**config.mk**
```make
export PLATFORM = sky130hd
export DESIGN_NAME = wb_write_arbiter
export DESIGN_NICKNAME = d
export VERILOG_FILES = /design/src/rtl/wb_write_arbiter.sv
export SDC_FILE = /design/constraint.sdc
export NUM_CORES = 1
export LEC_CHECK = 0
export ABC_CLOCK_PERIOD_IN_PS = 3550
export CAP_MARGIN = 20
export CORE_MARGIN = 2
export CORE_UTILIZATION = 40
export CTS_CLUSTER_SIZE = 24
export DETAILED_ROUTE_END_ITERATION = 12
export PLACE_DENSITY = 0.87
export SYNTH_ARGS = -nofsm -noshare
export SYNTH_HDL_FRONTEND = slang
export SYNTH_SLANG_ARGS = --single-unit
```
**constraint.sdc**
```tcl
create_clock -name clk -period 3.55 [get_ports clk]
set_input_delay 0.5325 -clock clk [delete_from_list [all_inputs] [get_ports clk]]
set_output_delay 0.5325 -clock clk [all_outputs]
set_load 0.02 [all_outputs]
```
**src/rtl/wb_write_arbiter.sv**
```systemverilog
// Write-port arbiter for the GPR file: grants one writeback source per cycle.
// Define WB_ARB_RR_EN for round-robin; otherwise fixed priority (req 0 first).
module wb_write_arbiter #(
   parameter int NUM_REQ       = 3,
   parameter int REG_FILE_BITS = 5,
   parameter int REG_FILE_SIZE = 32,
   parameter int REG_SIZE      = 32,
   localparam int IW = (NUM_REQ > 1) ? $clog2(NUM_REQ) : 1
) (
   input  logic                         clk,
   input  logic                         rst,
   input  logic [NUM_REQ-1:0]           req_valid,
   input  logic [NUM_REQ*REG_FILE_BITS-1:0] req_num,
   input  logic [NUM_REQ*REG_SIZE-1:0]  req_value,
   output logic [NUM_REQ-1:0]           req_ready,
   output logic                         rf_we,
   output logic [REG_FILE_BITS-1:0]     rf_write_num,
   output logic [REG_SIZE-1:0]          rf_in_value,
   output logic [REG_FILE_SIZE-1:0]     pending_mask,
   output logic [IW-1:0]                grant_id
);

   logic [IW-1:0]            start;
   logic [IW-1:0]            gnt_idx;
   logic [IW-1:0]            idx;
   logic                     found;
   logic                     accept;
   logic [REG_FILE_BITS-1:0] sel_num;
   logic [REG_SIZE-1:0]      sel_val;
   logic                     we_q;
   logic [REG_FILE_SIZE-1:0] mask_q;

`ifdef WB_ARB_RR_EN
   logic [IW-1:0] rr_ptr;

   always_ff @(posedge clk) begin
      if (rst) begin
         rr_ptr <= '0;
      end else if (accept) begin
         if (gnt_idx == IW'(NUM_REQ - 1))
            rr_ptr <= '0;
         else
            rr_ptr <= gnt_idx + 1'b1;
      end
   end

   assign start = rr_ptr;
`else
   assign start = '0;
`endif

   // First valid requester found scanning upward from start, wrapping.
   always_comb begin
      found   = 1'b0;
      gnt_idx = '0;
      idx     = '0;
      for (int k = 0; k < NUM_REQ; k++) begin
         idx = IW'((int'(start) + k) % NUM_REQ);
         if (!found && req_valid[idx]) begin
            found   = 1'b1;
            gnt_idx = idx;
         end
      end
   end

   assign accept = found && !rst;

   always_comb begin
      req_ready = '0;
      if (accept)
         req_ready[gnt_idx] = 1'b1;
   end

   assign sel_num = req_num[gnt_idx*REG_FILE_BITS +: REG_FILE_BITS];
   assign sel_val = req_value[gnt_idx*REG_SIZE +: REG_SIZE];

   always_ff @(posedge clk) begin
      if (rst) begin
         we_q         <= 1'b0;
         rf_write_num <= '0;
         rf_in_value  <= '0;
         mask_q       <= '0;
         grant_id     <= '0;
      end else if (accept) begin
         grant_id     <= gnt_idx;
         rf_write_num <= sel_num;
         rf_in_value  <= sel_val;
         we_q         <= (sel_num != '0);
         if (sel_num != '0)
            mask_q <= REG_FILE_SIZE'(1) << sel_num;
         else
            mask_q <= '0;
      end else begin
         we_q   <= 1'b0;
         mask_q <= '0;
      end
   end

   // Reset kills the staged write before the register file's negedge capture.
   assign rf_we        = we_q && !rst;
   assign pending_mask = rst ? '0 : mask_q;

endmodule

```
==> flow_metrics.env <==
export IMPL_gp_congestion=0.8743
export IMPL_worstSetupStartpointType="input pin"
export IMPL_fin_ws_ps=832.1
export IMPL_final_setup_tns_ps=0
export IMPL_finalInstanceArea_mm2=0.005175
export IMPL_die_w_um=91.01
export IMPL_hold_class="flop to flop"
export IMPL_die_y_um=91.01
export IMPL_hold_viol=0
export IMPL_ir_worst_vdd_mv=0.2412
export IMPL_fin_cells=674
export IMPL_dp_hpwl_um=7872
export IMPL_synth_area_per_cell_um2=7.724
export IMPL_report_final_setup_viol=0
export IMPL_dp_cells=658
export IMPL_grt_ovfl_total=0
export IMPL_core_mm2=0.007292
export IMPL_start_util_pct=41.52
export IMPL_grt_usage_pct=24.61
export IMPL_holdBufCountCts=0
export IMPL_synth_area_leader_cell="dfxtp_1"
export IMPL_grt_start_max_net_pins=39
export IMPL_ys_ff_latch=72
export IMPL_synth_area_top_cells="dfxtp_1 48%, nor2_1 12%, nor2b_1 7.2%"
export IMPL_cts_sinks=72
export IMPL_grt_antenna_before_repair=0
export IMPL_die_area_mm2=0.008282
export IMPL_drive_gt1_share_pct=4.696
export IMPL_ctsResizeCount=0
export IMPL_grt_pass1_wl_um=16330
export IMPL_crit_fanout=8
export IMPL_layout_common_cells="188 x clkdlybuf4s50_1, 98 x nor2_1, 72 x dfxtp_1"
export IMPL_pre_cts_slack_ps=808.5
export IMPL_portBuffers=190
export IMPL_required_ps=3020
export IMPL_vias=3437
export IMPL_cts_buffers=9
export IMPL_grt_setup_unrepaired="no"
export IMPL_ant_nets=0
export IMPL_nNetsFinal=686
export IMPL_insertion_delay_ps=330
export IMPL_cts_path_max_buffers=2
export IMPL_synthDistinctLibCells=31
export IMPL_p_leak_nw=1.958
export IMPL_cts_htree_levels=3
export IMPL_ys_seq_area_share_pct=47.60
export IMPL_fin_skew_ps=0
export IMPL_wl_um=10320
export IMPL_worstPathArrival_ps=2190
export IMPL_diodes=0
export IMPL_grt_pass1_vias=3423
export IMPL_synth_top_area_share_pct=47.60
export IMPL_cts_tree="yes"
export IMPL_cts_root_buf="clkbuf_8"
export IMPL_drcViolationCount=0
export IMPL_relSlewSlack_pct=49.55
export IMPL_outcome="complete, no violations"
export IMPL_critical_path_endpoint_type="output pin"
export IMPL_final_core_util_pct=70.97
export IMPL_ys_warn_count=0
export IMPL_io_pins=191
export IMPL_tightest_slew_ps=747.3
export IMPL_num_rows=31
export IMPL_placed_area_mm2=0.004977
export IMPL_synth_area_mm2=0.003028
export IMPL_syn_num_nets=508
export IMPL_cap_violations=0
export IMPL_syn_to_final_growth_pct=70.91
export IMPL_fmax_mhz=367.9
export IMPL_power_density_mw_per_mm2=377.3
export IMPL_critPathKind="input pin to output pin"
export IMPL_first_iter_violations=123
export IMPL_clk_pin_slew_worst_paths_ps=70
export IMPL_avgViaCountPerCell=5.099
export IMPL_wl_per_cell_um=15.31
export IMPL_final_common_cell="clkdlybuf4s50_1"
export IMPL_maxSlewViolCount=0
export IMPL_synthCells=392
export IMPL_finalCritPeriodShare_pct=76.56
export IMPL_min_period_ps=2718
export IMPL_postCtsSetupRepairBufs=0
export IMPL_first_pass_iters=4
-- path summary, 6_finish.rpt --
path | slack, ps | startpoint | end | depth (start not counted)
max | 830 | req_valid[1] | req_ready[2] | 4
min | 460 | rf_write_num[2]$_SDFFE_PP0P_ | rf_write_num[2]$_SDFFE_PP0P_ | 2
max reg2reg | 2870 | rf_write_num[4]$_SDFFE_PP0P_ | rf_write_num[4]$_SDFFE_PP0P_ | 2
min reg2reg | 460 | rf_write_num[2]$_SDFFE_PP0P_ | rf_write_num[2]$_SDFFE_PP0P_ | 2
-- flip-flops by register name, summed over array words and instances (netlist names) --
register	cells
grant_id	2
rf_write_num	5
we_q	1
mask_q	32
rf_in_value	32
-- area by class of cell --
class,count,area (um2)
multi-input combinational,287,1453
clock buffer,11,141.4
fill,616,2117
sequential,72,1441
timing repair buffer,198,1952
clock inverter,5,56.30
inverter,2,7.507
tap,99,123.9
-- synth_stat cells (all sizes together) --
master	number
dfxtp	72
or2	1
inv	2
a21oi	37
o21bai	1
or3b	1
and2	1
a221o	3
o21a	1
a221oi	1
o21ai	4
o41a	1
nand2b	7
and3	1
a211oi	1
nand2	13
conb	1
buf	8
o311ai	1
nand3	1
o311a	1
or3	1
clkbuf	23
nand4	8
o22ai	32
nor2b	35
nor2	98
nor3	36
-- layer usage --
metal | up-vias | track usage, % | part of all wire [%]
li1 | 1694 | - | -
met1 | 1542 | 26.67 | 38
met2 | 177 | 43.33 | 51
met3 | 24 | 8.216 | 8.4
met4 | 0 | 11.11 | 3.1
met5 | - | 0 | 0
-- where the power goes --
part / internal, mW / switching (mW)
clock network: 0.343 / 0.301
logic: 0.235 / 0.207
registers: 0.847 / 0.0187
-- worst max-delay path, stage by stage --
cell	delay (ps)
clkdlybuf4s50_1	540
nor3_1	310
and2_1	170
clkdlybuf4s50_1	640
-- stage by stage --
stage               total power, mW  hold WS (ps)
floorplan                     1.081         528.8
finish                        1.952         464.2
detailed placement            1.326         451.9
global route                  2.038         495.7
global placement              1.315         442.3
CTS                           1.962         464.9
-- cells by family (layout without fill, tap and decap cells) --
group / count (synthesis) / in the layout / share of synthesized area, %
simple gates: 203 / 203 / 31.32
other cells: 1 / 1 / 0.1238
buf+inv: 33 / 216 / 4.422
compound gates: 83 / 83 / 16.53
flops: 72 / 72 / 47.60
Note: power is estimated with default switching activity, not from simulation.
